### config.mk
export PLATFORM = sky130hd
export DESIGN_NAME = centroid_accum_bank_flat
export DESIGN_NICKNAME = d
export VERILOG_FILES = /design/src/rtl/centroid_accum_if.sv /design/src/rtl/centroid_accum_bank.sv /design/src/flat_wrapper.sv
export SDC_FILE = /design/constraint.sdc
export NUM_CORES = 2
export LEC_CHECK = 0
export BUFFER_PORTS_ARGS = -buffer_cell sky130_fd_sc_hd__buf_4
export CELL_PAD_IN_SITES_DETAIL_PLACEMENT = 0
export CELL_PAD_IN_SITES_GLOBAL_PLACEMENT = 1
export CORE_ASPECT_RATIO = 1.25
export CORE_MARGIN = 2
export CORE_UTILIZATION = 45
export CTS_CLUSTER_SIZE = 40
export DETAILED_ROUTE_END_ITERATION = 7
export PLACE_DENSITY = 0.69
export SLEW_MARGIN = 30
export SYNTH_ARGS = -nofsm -noshare
export SYNTH_HDL_FRONTEND = slang
export SYNTH_SLANG_ARGS = --single-unit
### constraint.sdc
create_clock -name clk -period 7.6 [get_ports clk]
set_input_delay 0.76 -clock clk [delete_from_list [all_inputs] [get_ports clk]]
set_output_delay 0.76 -clock clk [all_outputs]
set_load 0.02 [all_outputs]
### src/rtl/centroid_accum_if.sv
// Bundle of the point-input, dump-output and status signals of
// centroid_accum_bank. The master drives points and dump requests and
// consumes output beats; the slave is the accumulator bank itself.
interface centroid_accum_if #(
   parameter int dim_num          = 7,
   parameter int cordinate_width  = 13,
   parameter int accum_cord_width = 22,
   parameter int idx_width        = 3,
   parameter int count_width      = 10
);
   logic                                  in_valid;
   logic                                  in_ready;
   logic [dim_num*cordinate_width-1:0]    point;
   logic [idx_width-1:0]                  centroid_idx;
   logic                                  dump_start;
   logic                                  out_valid;
   logic                                  out_ready;
   logic [idx_width-1:0]                  out_idx;
   logic [dim_num*accum_cord_width-1:0]   out_accum;
   logic [count_width-1:0]                out_count;
   logic                                  out_last;
   logic                                  idx_err;
   logic                                  cnt_ovf;
   logic                                  busy;

   modport master (
      output in_valid, point, centroid_idx, dump_start, out_ready,
      input  in_ready, out_valid, out_idx, out_accum, out_count, out_last,
             idx_err, cnt_ovf, busy
   );

   modport slave (
      input  in_valid, point, centroid_idx, dump_start, out_ready,
      output in_ready, out_valid, out_idx, out_accum, out_count, out_last,
             idx_err, cnt_ovf, busy
   );
endinterface

### src/rtl/centroid_accum_bank.sv
// Per-centroid coordinate-sum and point-count bank for one k-means
// iteration. Points are accumulated in ACCUM, streamed out one centroid
// per beat in DUMP, and the bank is wiped in a one-cycle CLEAR.
// Optional macro ACCUM_SAT_EN: coordinate sums saturate (and flag cnt_ovf)
// instead of wrapping modulo 2**accum_cord_width.
module centroid_accum_bank #(
   parameter int dim_num          = 7,
   parameter int cordinate_width  = 13,
   parameter int accum_cord_width = 22,
   parameter int centroid_num     = 8,
   parameter int idx_width        = 3,
   parameter int count_width      = 10
) (
   input logic               clk,
   input logic               rst,
   centroid_accum_if.slave   bus
);

   typedef enum logic [1:0] {ACCUM, DUMP, CLEAR} state_t;

   localparam logic [idx_width:0]   num_c    = (idx_width+1)'(centroid_num);
   localparam logic [idx_width-1:0] last_idx = idx_width'(centroid_num - 1);

   state_t                         state_q, state_d;
   logic [idx_width-1:0]           rd_ptr;
   logic [accum_cord_width-1:0]    acc_q [centroid_num][dim_num];
   logic [count_width-1:0]         cnt_q [centroid_num];
   logic [accum_cord_width-1:0]    sum_d [dim_num];
   logic [count_width-1:0]         cnt_next;
   logic                           cnt_full;
   logic                           add_sat;
   logic                           accept;
   logic                           idx_ok;
   logic [idx_width-1:0]           idx_safe;
   logic                           beat_done;
   logic                           idx_err_q, cnt_ovf_q;
`ifdef ACCUM_SAT_EN
   logic [accum_cord_width:0]      ext_sum [dim_num];
`endif

   assign accept    = bus.in_valid && bus.in_ready;
   assign idx_ok    = {1'b0, bus.centroid_idx} < num_c;
   assign idx_safe  = idx_ok ? bus.centroid_idx : '0;
   assign beat_done = bus.out_valid && bus.out_ready;

   // State register.
   // NOTE: sequential state uses non-blocking (<=) so every flop samples
   // pre-edge values; blocking here would create order-dependent races.
   always_ff @(posedge clk) begin
      if (rst) state_q <= ACCUM;
      else     state_q <= state_d;
   end

   // Next-state and handshake outputs.
   // NOTE: every output gets a default before the case so no path leaves
   // it unassigned, which would otherwise infer a latch.
   always_comb begin
      state_d       = state_q;
      bus.in_ready  = 1'b0;
      bus.out_valid = 1'b0;
      bus.busy      = 1'b1;
      case (state_q)
         ACCUM: begin
            bus.in_ready = 1'b1;
            bus.busy     = 1'b0;
            if (bus.dump_start) state_d = DUMP;
         end
         DUMP: begin
            bus.out_valid = 1'b1;
            if (bus.out_ready && rd_ptr == last_idx) state_d = CLEAR;
         end
         CLEAR:   state_d = ACCUM;
         default: state_d = ACCUM;
      endcase
   end

   // Read pointer: parked at 0 outside DUMP, advances on each accepted beat.
   always_ff @(posedge clk) begin
      if (rst || state_q != DUMP) rd_ptr <= '0;
      else if (beat_done)         rd_ptr <= (rd_ptr == last_idx) ? '0 : rd_ptr + 1'b1;
   end

   // Per-coordinate sum of the addressed centroid and the incoming point.
   always_comb begin
      add_sat = 1'b0;
      for (int d = 0; d < dim_num; d++) begin
`ifdef ACCUM_SAT_EN
         ext_sum[d] = {1'b0, acc_q[idx_safe][d]}
                    + (accum_cord_width+1)'(bus.point[d*cordinate_width +: cordinate_width]);
         if (ext_sum[d][accum_cord_width]) begin
            sum_d[d] = '1;
            add_sat  = 1'b1;
         end else begin
            sum_d[d] = ext_sum[d][accum_cord_width-1:0];
         end
`else
         sum_d[d] = acc_q[idx_safe][d]
                  + accum_cord_width'(bus.point[d*cordinate_width +: cordinate_width]);
`endif
      end
   end

   // Saturating point counter of the addressed centroid.
   assign cnt_full = (cnt_q[idx_safe] == '1);
   assign cnt_next = cnt_full ? cnt_q[idx_safe] : cnt_q[idx_safe] + 1'b1;

   // Accumulator/counter bank: cleared by reset or CLEAR, updated on accept.
   // NOTE: this storage is reset on purpose -- every epoch must start from
   // zero, so it is built from resettable flops rather than a RAM macro.
   always_ff @(posedge clk) begin
      if (rst || state_q == CLEAR) begin
         for (int c = 0; c < centroid_num; c++) begin
            cnt_q[c] <= '0;
            for (int d = 0; d < dim_num; d++) acc_q[c][d] <= '0;
         end
      end else if (accept && idx_ok) begin
         cnt_q[idx_safe] <= cnt_next;
         for (int d = 0; d < dim_num; d++) acc_q[idx_safe][d] <= sum_d[d];
      end
   end

   // Sticky error flags for the current epoch.
   always_ff @(posedge clk) begin
      if (rst || state_q == CLEAR) begin
         idx_err_q <= 1'b0;
         cnt_ovf_q <= 1'b0;
      end else if (accept) begin
         if (!idx_ok)                  idx_err_q <= 1'b1;
         else if (cnt_full || add_sat) cnt_ovf_q <= 1'b1;
      end
   end

   // Dump beat: registers of the centroid under the read pointer.
   always_comb begin
      bus.out_accum = '0;
      for (int d = 0; d < dim_num; d++)
         bus.out_accum[d*accum_cord_width +: accum_cord_width] = acc_q[rd_ptr][d];
   end

   assign bus.out_idx   = rd_ptr;
   assign bus.out_count = cnt_q[rd_ptr];
   assign bus.out_last  = bus.out_valid && (rd_ptr == last_idx);
   assign bus.idx_err   = idx_err_q;
   assign bus.cnt_ovf   = cnt_ovf_q;

endmodule

### src/flat_wrapper.sv
// flat-port wrapper written by rule: the top's interface ports become plain ports
module centroid_accum_bank_flat 
#(
   parameter int dim_num          = 7,
   parameter int cordinate_width  = 13,
   parameter int accum_cord_width = 22,
   parameter int centroid_num     = 8,
   parameter int idx_width        = 3,
   parameter int count_width      = 10
)
  (clk, rst, bus_in_valid, bus_point, bus_centroid_idx, bus_dump_start, bus_out_ready, bus_in_ready, bus_out_valid, bus_out_idx, bus_out_accum, bus_out_count, bus_out_last, bus_idx_err, bus_cnt_ovf, bus_busy);
  centroid_accum_if #(.dim_num(dim_num), .cordinate_width(cordinate_width), .accum_cord_width(accum_cord_width), .idx_width(idx_width), .count_width(count_width)) bus_i ();
  input logic clk;
  input logic rst;
  input wire logic [$bits(bus_i.in_valid)-1:0] bus_in_valid;
  input wire logic [$bits(bus_i.point)-1:0] bus_point;
  input wire logic [$bits(bus_i.centroid_idx)-1:0] bus_centroid_idx;
  input wire logic [$bits(bus_i.dump_start)-1:0] bus_dump_start;
  input wire logic [$bits(bus_i.out_ready)-1:0] bus_out_ready;
  output wire logic [$bits(bus_i.in_ready)-1:0] bus_in_ready;
  output wire logic [$bits(bus_i.out_valid)-1:0] bus_out_valid;
  output wire logic [$bits(bus_i.out_idx)-1:0] bus_out_idx;
  output wire logic [$bits(bus_i.out_accum)-1:0] bus_out_accum;
  output wire logic [$bits(bus_i.out_count)-1:0] bus_out_count;
  output wire logic [$bits(bus_i.out_last)-1:0] bus_out_last;
  output wire logic [$bits(bus_i.idx_err)-1:0] bus_idx_err;
  output wire logic [$bits(bus_i.cnt_ovf)-1:0] bus_cnt_ovf;
  output wire logic [$bits(bus_i.busy)-1:0] bus_busy;
  assign bus_i.in_valid = bus_in_valid;
  assign bus_i.point = bus_point;
  assign bus_i.centroid_idx = bus_centroid_idx;
  assign bus_i.dump_start = bus_dump_start;
  assign bus_i.out_ready = bus_out_ready;
  assign bus_in_ready = bus_i.in_ready;
  assign bus_out_valid = bus_i.out_valid;
  assign bus_out_idx = bus_i.out_idx;
  assign bus_out_accum = bus_i.out_accum;
  assign bus_out_count = bus_i.out_count;
  assign bus_out_last = bus_i.out_last;
  assign bus_idx_err = bus_i.idx_err;
  assign bus_cnt_ovf = bus_i.cnt_ovf;
  assign bus_busy = bus_i.busy;
  centroid_accum_bank #(.dim_num(dim_num), .cordinate_width(cordinate_width), .accum_cord_width(accum_cord_width), .centroid_num(centroid_num), .idx_width(idx_width), .count_width(count_width)) u_core (.clk(clk), .rst(rst), .bus(bus_i));
endmodule
==> metrics.yaml <==
routing:
  avgViaCountPerCell: 6.40
  wl_per_cell_um: 31.1
  vias: 47800
  drt_iter0_drc: 4648
  drc: 0
  drt-total-wl_um: 232000
  ant_nets: 0
  drtPass1Iterations: 6
synthesis:
  ys_top_cells_by_area: "edfxtp_1, mux4_2, nor2_1"
  synth_warnings: 0
  yosysSeqAreaShare_pct: 56.8
  syn_nets: 5383
  synth_cell_types: 105
  synth_edf_count: 1312
  syn_inst: 5183
  syn_area_per_cell_um2: 13.4
  yosysTopAreaCellShare_pct: 56.5
  synth-main-ff-cell: "edfxtp_1"
  synth-seq-cells: 1321
  ys_top_cells_by_count: "nor2_1, edfxtp_1, mux4_2"
  syn_area_um2: 69700
  yosysTopAreaCell: "edfxtp_1"
  async_reset_ff_share_pct: 0
  synth_most_common_cell: "nor2_1"
critical_path:
  worstPathRequired_ns: 8.11
  cp_max_fo: 30
  timing.rr.start: "u_core.state_q[0]"
  reg2reg_depth: 7
  crit_path_start_kind: "primary input"
  endpoint_kind: "flip-flop"
  reg2reg_to: "u_core.acc_q[7][84]"
  criticalPathCategory: "primary input to flip-flop"
  arrival_ns: 6.07
  r2r_setup_slack_ns: 2.86
clocking:
  cts_setup_buffers: 0
  cts_tree: "yes"
  cts_buffer_depth: 3
  htreeDepth: 4
  clock-sinks: 1321
  cts_resized: 0
  hold_buffers: 0
  insertion_delay_ns: 0.80
  cts_buffers: 141
  clock-root-buffer: "clkbuf_16"
  clk_pin_slew_worst_paths_ns: 0.06
power_and_ir_drop:
  clkPwrFrac_pct: 38.0
  ir_drop_mv: 0.279
  switching_power_mw: 4.84
  seq_power_share_pct: 47.4
  pwr-share-comb_pct: 14.5
  swShare_pct: 27.0
  power_density_nw_per_um2: 229
  leakage_nw: 27.7
  p_int_mw: 13.1
die:
  io_pins: 272
  num_rows: 161
  die_w_um: 356
  die_area_um2: 158000
  fp.dieH_um: 444
  coreArea_um2: 154000
  initial_utilization_pct: 45.3
sta:
  period_share_pct: 73.3
  hold_violations: 0
  tightest_slew_ns: 1.05
  finalSetupTns_ns: 0
  holdWs_ns: 0.156
  finalSetupViolCount: 0
  rsz0062_at_grt: "false"
  relSlewSlack_pct: 29.7
  setup_ws_ns: 2.03
  drv_slew: 0
  max_freq_mhz: 180
  final.setup_skew_ns: 0.0226
  period_needed_ns: 5.57
global_routing:
  grt_max_degree: 116
  use_met3_pct: 4.61
  gr-total-overflow: 0
  top_usage_layer: "met2"
  grt_pass1_vias: 48600
  met2_usage_pct: 49.4
  met1_usage_pct: 38.7
  grt_pass1_wl_um: 335000
  grt_usage_pct: 29.2
  antenna_found_initial: 1
placed_design:
  post-place-ws_ns: 1.29
  io_buffers: 270
  gp_congestion: 0.805
  post-dp-hpwl_um: 131000
outcome:
  outcome: "completed"
job:
  cap_violations: 0
final_layout:
  final_nets: 5514
  area_delta_synth_final_pct: 12.6
  layout-drive-gt1-share_pct: 24.2
worst_hold_path:
  hp-class: "primary input to flip-flop"
  hold_depth: 2
  min_from: "rst"
  holdPathEnd: "u_core.state_q[0]"
flip-flops by register name (all words and copies together) (netlist names), named ones only:
name,flops
u_core.bus.cnt_ovf,1
u_core.state_q,2
u_core.acc_q,1232
u_core.cnt_q,80
u_core.bus.out_idx,3
worst max-delay path by stage:
stage / startpoint / end / slack (ns) / cells past startpoint
4_1_cts: bus_centroid_idx[1] / u_core.acc_q[1][150] / 2.15 / 18
3_5_place_dp: bus_centroid_idx[1] / u_core.acc_q[2][150] / 1.29 / 18
2_1_floorplan: bus_centroid_idx[0] / u_core.acc_q[3][0] / 1.15 / 11
5_1_grt: bus_centroid_idx[1] / u_core.acc_q[2][150] / 1.79 / 18
6_report: bus_centroid_idx[1] / u_core.acc_q[1][150] / 2.03 / 18
3_3_place_gp: bus_centroid_idx[1] / u_core.acc_q[0][152] / 1.15 / 18
cell families (layout without fill, tap and decap cells):
logic type | Yosys count | in the layout | share of synthesized area (%)
other | 1 | 4 | 0.00538
AOI/OAI and AO/OA | 733 | 733 | 7.70
xor gates and xnor gates | 127 | 127 | 1.81
and+or+nand+nor | 1756 | 1756 | 10.8
muxes | 702 | 702 | 18.1
DFF | 1321 | 1321 | 56.8
buffers and inverters | 442 | 683 | 2.86
adders and majority gates | 101 | 101 | 1.89
cell usage in the layout, fill, tap and decap left out, types with 17 or more instances in the layout:
master     count
clkbuf_16    142
clkbuf_1      36
nand3_1       54
nor2_1      1317
o21ai_0       56
mux2i_1       61
mux4_2       422
a221oi_1      51
and3_1        65
xor2_1        67
a211oi_1      17
nand4_1       64
buf_4        332
buf_12        37
ha_1          94
nand2_1       98
mux2_2       212
a22oi_1      290
a22o_1        27
xnor2_1       41
edfxtp_1    1312
o21a_1        17
o22ai_1       27
a21oi_1       99
inv_1         49
clkinv_1      33
nand2b_1      28
a21o_1        27
per-stage QoR:
step	util, %	cell area (um^2)	std cells	power [mW]
finish	51.0	78500	7464	17.9
global route	51.0	78400	7462	18.5
CTS	50.9	78400	7459	18.0
detailed placement	48.1	74000	7206	11.2
global placement	48.0	73900	7204	11.2
floorplan	-	69700	5183	10.4
worst max-delay path, stage by stage:
cell	delay, ns
buf_8	0.25
clkinv_1	0.58
buf_4	0.38
nor2_4	0.58
buf_12	0.31
a22oi_1	0.11
nand3_1	0.12
ha_1	0.21
inv_1	0.07
fa_1	0.43
nor2b_1	0.17
o31a_1	0.23
o32ai_1	0.11
buf_4	0.17
o21ai_0	0.64
nand3_1	0.21
xnor2_1	0.55
nor2_1	0.09
power by group through the flow:
stage | clock, mW | combinational, mW | sequential, mW
floorplan | 0 | 1.71 | 8.64
global placement | 0 | 2.58 | 8.63
detailed placement | 0 | 2.59 | 8.65
CTS | 6.88 | 2.61 | 8.50
global route | 7.14 | 2.80 | 8.53
finish | 6.82 | 2.61 | 8.50
cell type report:
class                   count  area, um^2
fillers                 13200       75400
diodes                      3        7.51
repair buffers            379        3390
well taps                2037        2550
clock inverters            75         741
flip-flops and latches   1321       39600
clock buffers             178        3690
multi-input cells        3420       28300
inverters                  51         194
per-layer routing:
metal  up-vias  part of all wire, %
met5         -                    0
met4         0                  2.9
met3       393                  7.6
met2      2281                   50
met1     24800                   40
li1      20300                    -
No activity file was read; power rests on OpenSTA's default activity.
